===== src/rtl/systolic_array_load_scheduler_pkg.sv =====
`default_nettype none
// ============================================================================
// Module      : systolic_array_pkg
// Description : Shared types and constants for the systolic-array tile loader.
// Revision    : 1.0 - initial release
// ============================================================================
package systolic_array_pkg;

    localparam int c_array_dim = 4;
    localparam int c_mul_len   = 3;
    localparam int c_add_len   = 2;
    // Skew in + skew out + pipeline fill, plus MAC multiply and add latency.
    localparam int c_drain_len = 3 * c_array_dim + c_mul_len + c_add_len;

    typedef enum logic [1:0] {
        IDLE   = 2'd0,
        LOAD_W = 2'd1,
        STREAM = 2'd2,
        DRAIN  = 2'd3
    } load_sched_state_t;

endpackage
`default_nettype wire


===== src/rtl/systolic_array_load_scheduler_if.sv =====
`default_nettype none
// ============================================================================
// Module      : systolic_array_load_scheduler_if
// Description : Memory-side load channels and control-unit load bus.
// Revision    : 1.0 - initial release
// ============================================================================
interface systolic_array_load_scheduler_if #(
    parameter int array_dim = 4,
    parameter int data_w    = 16
);
    localparam int c_row_w = $clog2(array_dim);
    localparam int c_bus_w = array_dim * data_w;

    logic               w_req,  i_req,  p_req;
    logic [c_row_w-1:0] w_row,  i_row,  p_row;
    logic [c_bus_w-1:0] w_data, i_data, p_data;
    logic               w_gnt,  i_gnt,  p_gnt;
    logic               fifo_has_space;
    logic               weight_en, input_en, partial_en;
    logic [c_row_w-1:0] row_in_en, row_ps_en;
    logic [c_bus_w-1:0] load_data;

    // master: the scheduler; slave: fetch logic plus control unit
    modport master (
        input  w_req, i_req, p_req, w_row, i_row, p_row,
        input  w_data, i_data, p_data, fifo_has_space,
        output w_gnt, i_gnt, p_gnt,
        output weight_en, input_en, partial_en, row_in_en, row_ps_en, load_data
    );

    modport slave (
        output w_req, i_req, p_req, w_row, i_row, p_row,
        output w_data, i_data, p_data, fifo_has_space,
        input  w_gnt, i_gnt, p_gnt,
        input  weight_en, input_en, partial_en, row_in_en, row_ps_en, load_data
    );

endinterface
`default_nettype wire


===== src/rtl/systolic_array_load_scheduler_rr_arb2.sv =====
`default_nettype none
// ============================================================================
// Module      : systolic_rr_arb2
// Description : Two-way round-robin arbiter, favours requester 0 after reset.
// Revision    : 1.0 - initial release
// ============================================================================
module systolic_rr_arb2 (
    input  logic       clk,
    input  logic       rst,
    input  logic [1:0] req,
    output logic [1:0] gnt
);

    logic r_last;   // 1 when requester 1 won most recently

    always_comb begin
        gnt = 2'b00;
        if (req[0] && (!req[1] || r_last)) begin
            gnt = 2'b01;
        end else if (req[1]) begin
            gnt = 2'b10;
        end
    end

    always_ff @(posedge clk) begin
        if (rst) begin
            r_last <= 1'b1;
        end else if (gnt[0]) begin
            r_last <= 1'b0;
        end else if (gnt[1]) begin
            r_last <= 1'b1;
        end
    end

endmodule
`default_nettype wire


===== src/rtl/systolic_array_load_scheduler.sv =====
`default_nettype none
// ============================================================================
// Module      : systolic_array_load_scheduler
// Description : Sequences one tile (weights, input/partial stream, drain) onto
//               the systolic-array control unit load bus.
// Revision    : 1.0 - initial release
// ============================================================================
module systolic_array_load_scheduler
    import systolic_array_pkg::*;
#(
    parameter int array_dim = c_array_dim,
    parameter int data_w    = 16,
    parameter int drain_len = c_drain_len
) (
    input  logic CLK,
    input  logic RST,
    input  logic start,
    systolic_array_load_scheduler_if.master ld,
    output logic busy,
    output logic tile_done,
    output logic order_err
);

    localparam int c_cnt_w  = $clog2(array_dim + 1);
    localparam int c_dcnt_w = $clog2(drain_len + 1);

    localparam logic [c_cnt_w-1:0]  c_last      = c_cnt_w'(array_dim - 1);
    localparam logic [c_cnt_w-1:0]  c_full      = c_cnt_w'(array_dim);
    localparam logic [c_dcnt_w-1:0] c_dcnt_puls = c_dcnt_w'(drain_len - 2);
    localparam logic [c_dcnt_w-1:0] c_dcnt_last = c_dcnt_w'(drain_len - 1);

    load_sched_state_t    r_state;
    logic [c_cnt_w-1:0]   r_wcnt, r_icnt, r_pcnt;
    logic [c_dcnt_w-1:0]  r_dcnt;
    logic                 r_tile_done, r_order_err;

    logic w_in_load, w_in_stream, w_start_ok;
    logic w_wrow_ok, w_irow_ok, w_prow_ok;
    logic w_i_live, w_p_live, w_i_elig, w_p_elig;
    logic w_order_bad, w_stream_done;
    logic [1:0] w_arb_gnt;

    assign w_in_load   = (r_state == LOAD_W);
    assign w_in_stream = (r_state == STREAM);
    assign w_start_ok  = (r_state == IDLE) && start;

    assign w_wrow_ok = (c_cnt_w'(ld.w_row) == r_wcnt);
    assign w_irow_ok = (c_cnt_w'(ld.i_row) == r_icnt);
    assign w_prow_ok = (c_cnt_w'(ld.p_row) == r_pcnt);

    // A saturated channel is no longer live: it is neither granted nor flagged.
    assign w_i_live = ld.i_req && (r_icnt < c_full);
    assign w_p_live = ld.p_req && (r_pcnt < c_full);
    assign w_i_elig = w_in_stream && w_i_live && w_irow_ok && ld.fifo_has_space && !RST;
    assign w_p_elig = w_in_stream && w_p_live && w_prow_ok && ld.fifo_has_space && !RST;

    assign w_order_bad = (w_in_load && ld.w_req && !w_wrow_ok) ||
                         (w_in_stream && ((w_i_live && !w_irow_ok) || (w_p_live && !w_prow_ok)));

    systolic_rr_arb2 u_arb (
        .clk (CLK),
        .rst (RST || w_start_ok),
        .req ({w_p_elig, w_i_elig}),
        .gnt (w_arb_gnt)
    );

    // Weights bypass the FIFOs, so fifo_has_space does not gate them.
    assign ld.w_gnt = w_in_load && ld.w_req && w_wrow_ok && !RST;
    assign ld.i_gnt = w_arb_gnt[0];
    assign ld.p_gnt = w_arb_gnt[1];

    assign w_stream_done = (ld.i_gnt && (r_icnt == c_last) && (r_pcnt == c_full)) ||
                           (ld.p_gnt && (r_pcnt == c_last) && (r_icnt == c_full));

    always_ff @(posedge CLK) begin
        if (RST) begin
            r_state       <= IDLE;
            r_wcnt        <= '0;
            r_icnt        <= '0;
            r_pcnt        <= '0;
            r_dcnt        <= '0;
            r_tile_done   <= 1'b0;
            r_order_err   <= 1'b0;
            ld.weight_en  <= 1'b0;
            ld.input_en   <= 1'b0;
            ld.partial_en <= 1'b0;
            ld.row_in_en  <= '0;
            ld.row_ps_en  <= '0;
            ld.load_data  <= '0;
        end else begin
            ld.weight_en  <= 1'b0;
            ld.input_en   <= 1'b0;
            ld.partial_en <= 1'b0;
            r_tile_done   <= 1'b0;
            if (w_order_bad) begin
                r_order_err <= 1'b1;
            end
            case (r_state)
                IDLE: begin
                    if (start) begin
                        r_state     <= LOAD_W;
                        r_wcnt      <= '0;
                        r_icnt      <= '0;
                        r_pcnt      <= '0;
                        r_dcnt      <= '0;
                        r_order_err <= 1'b0;
                    end
                end
                LOAD_W: begin
                    if (ld.w_gnt) begin
                        ld.weight_en <= 1'b1;
                        ld.row_in_en <= ld.w_row;
                        ld.load_data <= ld.w_data;
                        r_wcnt       <= r_wcnt + c_cnt_w'(1);
                        if (r_wcnt == c_last) begin
                            r_state <= STREAM;
                        end
                    end
                end
                STREAM: begin
                    if (ld.i_gnt) begin
                        ld.input_en  <= 1'b1;
                        ld.row_in_en <= ld.i_row;
                        ld.load_data <= ld.i_data;
                        r_icnt       <= r_icnt + c_cnt_w'(1);
                    end
                    if (ld.p_gnt) begin
                        ld.partial_en <= 1'b1;
                        ld.row_ps_en  <= ld.p_row;
                        ld.load_data  <= ld.p_data;
                        r_pcnt        <= r_pcnt + c_cnt_w'(1);
                    end
                    if (w_stream_done) begin
                        r_state <= DRAIN;
                        r_dcnt  <= '0;
                    end
                end
                DRAIN: begin
                    r_dcnt <= r_dcnt + c_dcnt_w'(1);
                    // Registered pulse lands on the final DRAIN cycle.
                    if (r_dcnt == c_dcnt_puls) begin
                        r_tile_done <= 1'b1;
                    end
                    if (r_dcnt == c_dcnt_last) begin
                        r_state <= IDLE;
                    end
                end
                default: r_state <= IDLE;
            endcase
        end
    end

    assign busy      = (r_state != IDLE);
    assign tile_done = r_tile_done;
    assign order_err = r_order_err;

endmodule
`default_nettype wire


===== src/flat_wrapper.sv =====
// flat-port wrapper written by rule: the top's interface ports become plain ports
module systolic_array_load_scheduler_flat import systolic_array_pkg::*;
#(
    parameter int array_dim = c_array_dim,
    parameter int data_w    = 16,
    parameter int drain_len = c_drain_len
)
  (CLK, RST, start, busy, tile_done, order_err, ld_w_req, ld_i_req, ld_p_req, ld_w_row, ld_i_row, ld_p_row, ld_w_data, ld_i_data, ld_p_data, ld_fifo_has_space, ld_w_gnt, ld_i_gnt, ld_p_gnt, ld_weight_en, ld_input_en, ld_partial_en, ld_row_in_en, ld_row_ps_en, ld_load_data);
  systolic_array_load_scheduler_if #(.array_dim(array_dim), .data_w(data_w)) ld_i ();
  input  logic CLK;
  input  logic RST;
  input  logic start;
  output logic busy;
  output logic tile_done;
  output logic order_err;
  input wire logic [$bits(ld_i.w_req)-1:0] ld_w_req;
  input wire logic [$bits(ld_i.i_req)-1:0] ld_i_req;
  input wire logic [$bits(ld_i.p_req)-1:0] ld_p_req;
  input wire logic [$bits(ld_i.w_row)-1:0] ld_w_row;
  input wire logic [$bits(ld_i.i_row)-1:0] ld_i_row;
  input wire logic [$bits(ld_i.p_row)-1:0] ld_p_row;
  input wire logic [$bits(ld_i.w_data)-1:0] ld_w_data;
  input wire logic [$bits(ld_i.i_data)-1:0] ld_i_data;
  input wire logic [$bits(ld_i.p_data)-1:0] ld_p_data;
  input wire logic [$bits(ld_i.fifo_has_space)-1:0] ld_fifo_has_space;
  output wire logic [$bits(ld_i.w_gnt)-1:0] ld_w_gnt;
  output wire logic [$bits(ld_i.i_gnt)-1:0] ld_i_gnt;
  output wire logic [$bits(ld_i.p_gnt)-1:0] ld_p_gnt;
  output wire logic [$bits(ld_i.weight_en)-1:0] ld_weight_en;
  output wire logic [$bits(ld_i.input_en)-1:0] ld_input_en;
  output wire logic [$bits(ld_i.partial_en)-1:0] ld_partial_en;
  output wire logic [$bits(ld_i.row_in_en)-1:0] ld_row_in_en;
  output wire logic [$bits(ld_i.row_ps_en)-1:0] ld_row_ps_en;
  output wire logic [$bits(ld_i.load_data)-1:0] ld_load_data;
  assign ld_i.w_req = ld_w_req;
  assign ld_i.i_req = ld_i_req;
  assign ld_i.p_req = ld_p_req;
  assign ld_i.w_row = ld_w_row;
  assign ld_i.i_row = ld_i_row;
  assign ld_i.p_row = ld_p_row;
  assign ld_i.w_data = ld_w_data;
  assign ld_i.i_data = ld_i_data;
  assign ld_i.p_data = ld_p_data;
  assign ld_i.fifo_has_space = ld_fifo_has_space;
  assign ld_w_gnt = ld_i.w_gnt;
  assign ld_i_gnt = ld_i.i_gnt;
  assign ld_p_gnt = ld_i.p_gnt;
  assign ld_weight_en = ld_i.weight_en;
  assign ld_input_en = ld_i.input_en;
  assign ld_partial_en = ld_i.partial_en;
  assign ld_row_in_en = ld_i.row_in_en;
  assign ld_row_ps_en = ld_i.row_ps_en;
  assign ld_load_data = ld_i.load_data;
  systolic_array_load_scheduler #(.array_dim(array_dim), .data_w(data_w), .drain_len(drain_len)) u_core (.CLK(CLK), .RST(RST), .start(start), .ld(ld_i), .busy(busy), .tile_done(tile_done), .order_err(order_err));
endmodule

===== config.mk =====
export PLATFORM = sky130hd
export DESIGN_NAME = systolic_array_load_scheduler_flat
export DESIGN_NICKNAME = d
export VERILOG_FILES = /design/src/rtl/systolic_array_load_scheduler_pkg.sv /design/src/rtl/systolic_array_load_scheduler_if.sv /design/src/rtl/systolic_array_load_scheduler_rr_arb2.sv /design/src/rtl/systolic_array_load_scheduler.sv /design/src/flat_wrapper.sv
export SDC_FILE = /design/constraint.sdc
export NUM_CORES = 1
export LEC_CHECK = 0
export CAP_MARGIN = 20
export CORE_UTILIZATION = 25
export DETAILED_ROUTE_END_ITERATION = 7
export PLACE_DENSITY_LB_ADDON = 0.2
export SLEW_MARGIN = 20
export SYNTH_ARGS = -nofsm -noshare
export SYNTH_HDL_FRONTEND = slang
export SYNTH_HIERARCHICAL = 1
export SYNTH_SLANG_ARGS = --single-unit

===== constraint.sdc =====
create_clock -name CLK -period 7 [get_ports CLK]
set_clock_uncertainty 0.2 [all_clocks]
set_input_delay 1.4 -clock CLK [delete_from_list [all_inputs] [get_ports CLK]]
set_output_delay 1.4 -clock CLK [all_outputs]
set_load 0.05 [all_outputs]

# Word-level counts from Yosys, hierarchy flattened
# Cells that the tools add are included.
# totals
regBits,90
latchBits,0
ramBits,0
mem_bits_ro,0
input_bits,205
out_inout_bits,77
word_cells,129
n_memories,0
# classes
addsub,4
mul,0
n_div,0
n_lt_le_gt_ge,2
eq_ne,21
shifts,0
muxes,34
bitwise_logic,3
reduce_logical,51
# ops
operator,n
64-bit 2-to-1 mux,3
64-bit case mux with 2 select lines,1
1-bit logical AND,23
2-bit 2-to-1 mux,9
3-bit case mux with 2 select lines,3
3-bit AND reduction,6
5-bit case mux with 3 select lines,1
3-bit 2-to-1 mux,4
2-bit inequality test (second input constant),6
5-bit 2-to-1 mux,2
2-bit nonzero test,5
3-bit by 1-bit adder with 3-bit output (second input constant),3
2-bit by 3-bit equality test with 1-bit output,3
3-bit by 2-bit equality test with 1-bit output (second input constant),3
1-bit 2-to-1 mux,9
2-bit case mux with 4 select lines,1
3-bit equality test (second input constant),2
3-bit less-than comparator (second input constant),2
2-bit OR reduction,3
5-bit by 1-bit adder with 5-bit output (second input constant),1
5-bit by 4-bit equality test with 1-bit output (second input constant),1
5-bit equality test (second input constant),1
1-bit logical NOT,5
1-bit logical OR,5
other kinds (10),13

# Longest topological paths before layout
# depth
depth_word,15
ltp_mapped,13
ltp_nobuf,10

# Hierarchy
# Netlist, hierarchy kept.
# modules_own_cells
module,n_inst,cells_each,area_each_um2,seq_area_each_um2
systolic_array_load_scheduler,1,686,5387.7,1781.7
systolic_rr_arb2,1,7,55.1,20.0

# Worst setup path before layout
# Ideal clock, no wire load.
# synth_path
path_type,input to output
from,input port ld_i_row[0]
to,output port ld_i_gnt
arrival_time_ps,3272
required_time_ps,5400
setup_slack_ps,2128
cell_stages,4
n_path_buf,0
cell_sequence,xor2_1 nor3_1 and3_1 a21boi_0
# synth_via
elab_chain_cells,6
# synth_lines
element,line,text
"start, declared",flat_wrapper.sv:20,input wire logic [$bits(ld_i.i_row)-1:0] ld_i_row;
2-bit by 3-bit equality test with 1-bit output,systolic_array_load_scheduler.sv:48,assign w_irow_ok = (c_cnt_w'(ld.i_row) == r_icnt);
1-bit logical AND (3 in a row),systolic_array_load_scheduler.sv:54,assign w_i_elig = w_in_stream && w_i_live && w_irow_ok && ld.fifo_has_space && !RST;
named net u_core.w_i_elig,systolic_array_load_scheduler.sv:39,"logic w_i_live, w_p_live, w_i_elig, w_p_elig;"
1-bit logical AND,systolic_array_load_scheduler_rr_arb2.sv:18,if (req[0] && (!req[1] || r_last)) begin
2-bit 2-to-1 mux,systolic_array_load_scheduler_rr_arb2.sv:18,
"end, declared",flat_wrapper.sv:27,output wire logic [$bits(ld_i.i_gnt)-1:0] ld_i_gnt;
# The timed path passes the listed nets, and every way through them passes these cells.

# Worst setup path in the final report
# layout_path
from,input port ld_p_row[0]
to,output port ld_i_gnt
# layout_via
elab_chain_cells,8
# layout_lines
element,line,text
"start, declared",flat_wrapper.sv:21,input wire logic [$bits(ld_i.p_row)-1:0] ld_p_row;
2-bit by 3-bit equality test with 1-bit output,systolic_array_load_scheduler.sv:49,assign w_prow_ok = (c_cnt_w'(ld.p_row) == r_pcnt);
1-bit logical AND (3 in a row),systolic_array_load_scheduler.sv:55,assign w_p_elig = w_in_stream && w_p_live && w_prow_ok && ld.fifo_has_space && !RST;
named net u_core.w_p_elig,systolic_array_load_scheduler.sv:39,
1-bit logical NOT,systolic_array_load_scheduler_rr_arb2.sv:18,
1-bit logical OR,systolic_array_load_scheduler_rr_arb2.sv:18,
1-bit logical AND,systolic_array_load_scheduler_rr_arb2.sv:18,
2-bit 2-to-1 mux,systolic_array_load_scheduler_rr_arb2.sv:18,
# The timed path passes the listed nets, and every way through them passes these cells.

==> flow_summary.ini <==
[yosys]
synth_top_family_by_area = compound AO/OA/AOI/OAI gates
async_reset_ff_share_pct = 0
yosysWarningCount = 6
synth_ff_type = dfxtp_1
synthMuxAreaShare_pct = 12.1
synth_fa_ha_area_share_pct = 3.91
ys_seq_elements = 90
syn_inst = 693
avgSynthCellArea_um2 = 7.85
seq_area_frac_synth_pct = 33.1
syn-num-nets = 915
synth_compound_area_share_pct = 23.5
synth-simple-area-share_pct = 19.7
synth_area_um2 = 5440
synthXorXnorAreaFrac_pct = 1.24
ys_types = 46
synth-edff-count = 0

[route]
postRouteAntennaNets = 0
drtIter0Drc = 241
vias = 5655
routed_wl_um = 18500
via_per_inst = 4.67
post_drt_wl_per_cell_um = 15.3
dr.pass1.iters = 4
drc = 0

[min_path]
holdCritPathClass = reg2reg
hp-start = u_core/ld.load_data[47]

[clocking]
numCtsBuffers = 9
cts_buffer_depth = 2
cts_sinks = 90
cts_root_buf = clkbuf_16
clock_latency_ns = 0.34
cts.clk_slew.worst_paths_ns = 0.07
cts_tree = built
cts_setup_buffers = 0
h-tree-depth = 3
post_cts_resize_count = 0
ctsHoldBuffers = 0

[power]
clockPowerShare_pct = 15.8
vdd_ir_drop_max_uv = 131
swShare_pct = 47.7
power_per_cell_area_nw_per_um2 = 372
p_switching_mw = 1.55
comb_power_share_pct = 61.1
power.total_mw = 3.26
p_int_mw = 1.70
power_frac_seq_pct = 23.0
p_leak_nw = 2.97

[setup_path]
path_class = in2out
cp.required_ns = 5.40
critPathArrivalTime_ns = 4.02
max_stage_delay_ns = 0.95
crit_start = ld_p_row[0]
cp_common_cell = clkdlybuf4s50_1
crit_chain = clkdlybuf4s50_1 -> xor2_1 -> nor2_1 -> and4_1 -> a21boi_0 -> clkdlybuf4s50_1
critPathMaxFanout = 7
slowest_stage = clkdlybuf4s50_1
rr_startpoint = u_core/r_state[0]
critPathCaptureType = output pin
startpoint_type = input port

[layout]
drive_gt1_share_pct = 3.64
diodes = 0
nets = 1152
final_core_util_pct = 41.4
nFillCells = 2161
syn2layout_area_growth_pct = 61.0

[global_route]
grt_pass1_vias = 5322
overflow = 0
grt_pass1_wl_um = 28400
grt_use_total_pct = 16.3
grt_max_degree = 93
antenna_found_initial = 0

[sta]
fmax_mhz = 178
setup_viol = 0
worstMarginPinSlew_ns = 0.913
relSlewSlack_pct = 39.1
period_minus_slack_ns = 5.62
maxSlewViolCount = 0
fin_crit_sh_pct = 80.3
finalHoldViolations = 0
final.setup.tns_ns = 0
grt_setup_unrepaired = no

[die]
dieWidth_um = 150
rows = 53
die_h_um = 150
fp.dieArea_um2 = 22400
coreArea_um2 = 21200
ioPinCount = 282
initial_core_util_pct = 25.7

[outcome]
status = complete, no violations

[placement]
gp_congestion = 0.722
numPortBuffers = 281
dp_hpwl_um = 13500

[job]
drv_cap = 0
-- per-layer routing --
layer	part of all wire, %	global-route usage [%]	vias up
met2	48	27.2	189
met4	1.1	4.80	0
met1	43	20.2	2510
met3	7.9	4.45	11
li1	-	-	2945
met5	0	0	-
-- area by class of cell --
type	count	area, um^2	area share [%]
tap	275	344	3.93
sequential	90	1800	20.6
clock buffer	13	270	3.08
inverter	22	82.6	0.943
timing repair buffer	290	2900	33.1
multi-input combinational	517	3320	37.9
clock inverter	3	46.3	0.528
-- per-stage QoR --
stage | cells | setup slack [ns] | cell area (um^2) | hold WS (ns)
2_1_floorplan | 693 | 2.13 | 5440 | 0.235
3_3_place_gp | 1193 | 1.40 | 8420 | 0.252
3_5_place_dp | 1193 | 1.40 | 8420 | 0.266
4_1_cts | 1209 | 1.39 | 8730 | 0.275
5_1_grt | 1210 | 1.23 | 8760 | 0.293
6_report | 1210 | 1.38 | 8760 | 0.274
-- layout by cell type (no fill, tap or decap), types with 4 or more instances in the layout --
master | synthesis | routed
clkdlybuf4s50_1 | 0 | 280
a21oi_1 | 139 | 139
dfxtp_1 | 90 | 90
nor2_1 | 71 | 71
o21ai_0 | 71 | 70
mux2i_1 | 66 | 66
nand3b_1 | 64 | 64
inv_1 | 22 | 22
nand2_1 | 16 | 16
ha_1 | 17 | 16
clkbuf_16 | 0 | 9
buf_4 | 0 | 9
nand3_1 | 7 | 7
and3_1 | 5 | 5
nand4_1 | 5 | 5
nor3_1 | 4 | 4
xor2_1 | 4 | 4
nand2b_1 | 4 | 4
a31oi_1 | 4 | 4
-- synthesized netlist by cell type (all sizes together) (3+ instances only) --
cell type / n / share of area [%]
nor2: 71 / 4.9
and3b: 3 / 0.48
nand2b: 4 / 0.46
and3: 5 / 0.57
inv: 22 / 1.5
xor2: 4 / 0.64
nand3b: 64 / 8.8
a31oi: 5 / 0.85
mux2i: 66 / 12
buf: 21 / 1.9
nand2: 16 / 1.1
nor3: 4 / 0.37
o21ai: 72 / 6.6
nand3: 7 / 0.64
nor2b: 3 / 0.34
dfxtp: 90 / 33
o211ai: 3 / 0.41
nand4: 5 / 0.57
o41ai: 3 / 0.48
ha: 17 / 3.9
clkbuf: 43 / 3.0
a21oi: 139 / 13
-- state kept, by name, indices dropped and copies added (netlist names), 2 cells and up --
signal and cells:
u_core/ld.load_data 64, u_core/ld.row_in_en 2, u_core/ld.row_ps_en 2, u_core/r_dcnt 5
u_core/r_icnt 3, u_core/r_pcnt 3, u_core/r_state 2, u_core/r_wcnt 3
-- final timing paths --
path	slack (ns)	cells past startpoint	endpoint
setup / recovery	1.38	6	ld_i_gnt
hold / removal	0.27	2	u_core/ld.load_data[47]
setup reg to reg	2.89	11	u_core/r_dcnt[2]
hold reg to reg	0.27	2	u_core/ld.load_data[47]
-- logic make-up after synthesis --
kind of cell	after synthesis
flops	90
mux	66
simple gates	191
buf+inv	86
compound gates	237
fa+ha+maj	17
xor+xnor	6
-- power by group through the flow --
stage | Combinational, mW | Clock [mW] | Sequential (mW)
2_1_floorplan | 0.789 | 0 | 1.30
3_3_place_gp | 1.98 | 0 | 0.755
3_5_place_dp | 1.98 | 0 | 0.762
4_1_cts | 1.99 | 0.538 | 0.754
5_1_grt | 2.15 | 0.558 | 0.772
6_report | 1.99 | 0.516 | 0.750
-- worst max-delay path: cells and delay by family --
family | cells | cell delay (ns)
AO/OA/AOI/OAI | 1 | 0.68
AND/OR/NAND/NOR | 2 | 0.30
buffers and inverters | 2 | 1.45
XOR/XNOR | 1 | 0.19
(Power assumes the default switching activity.)
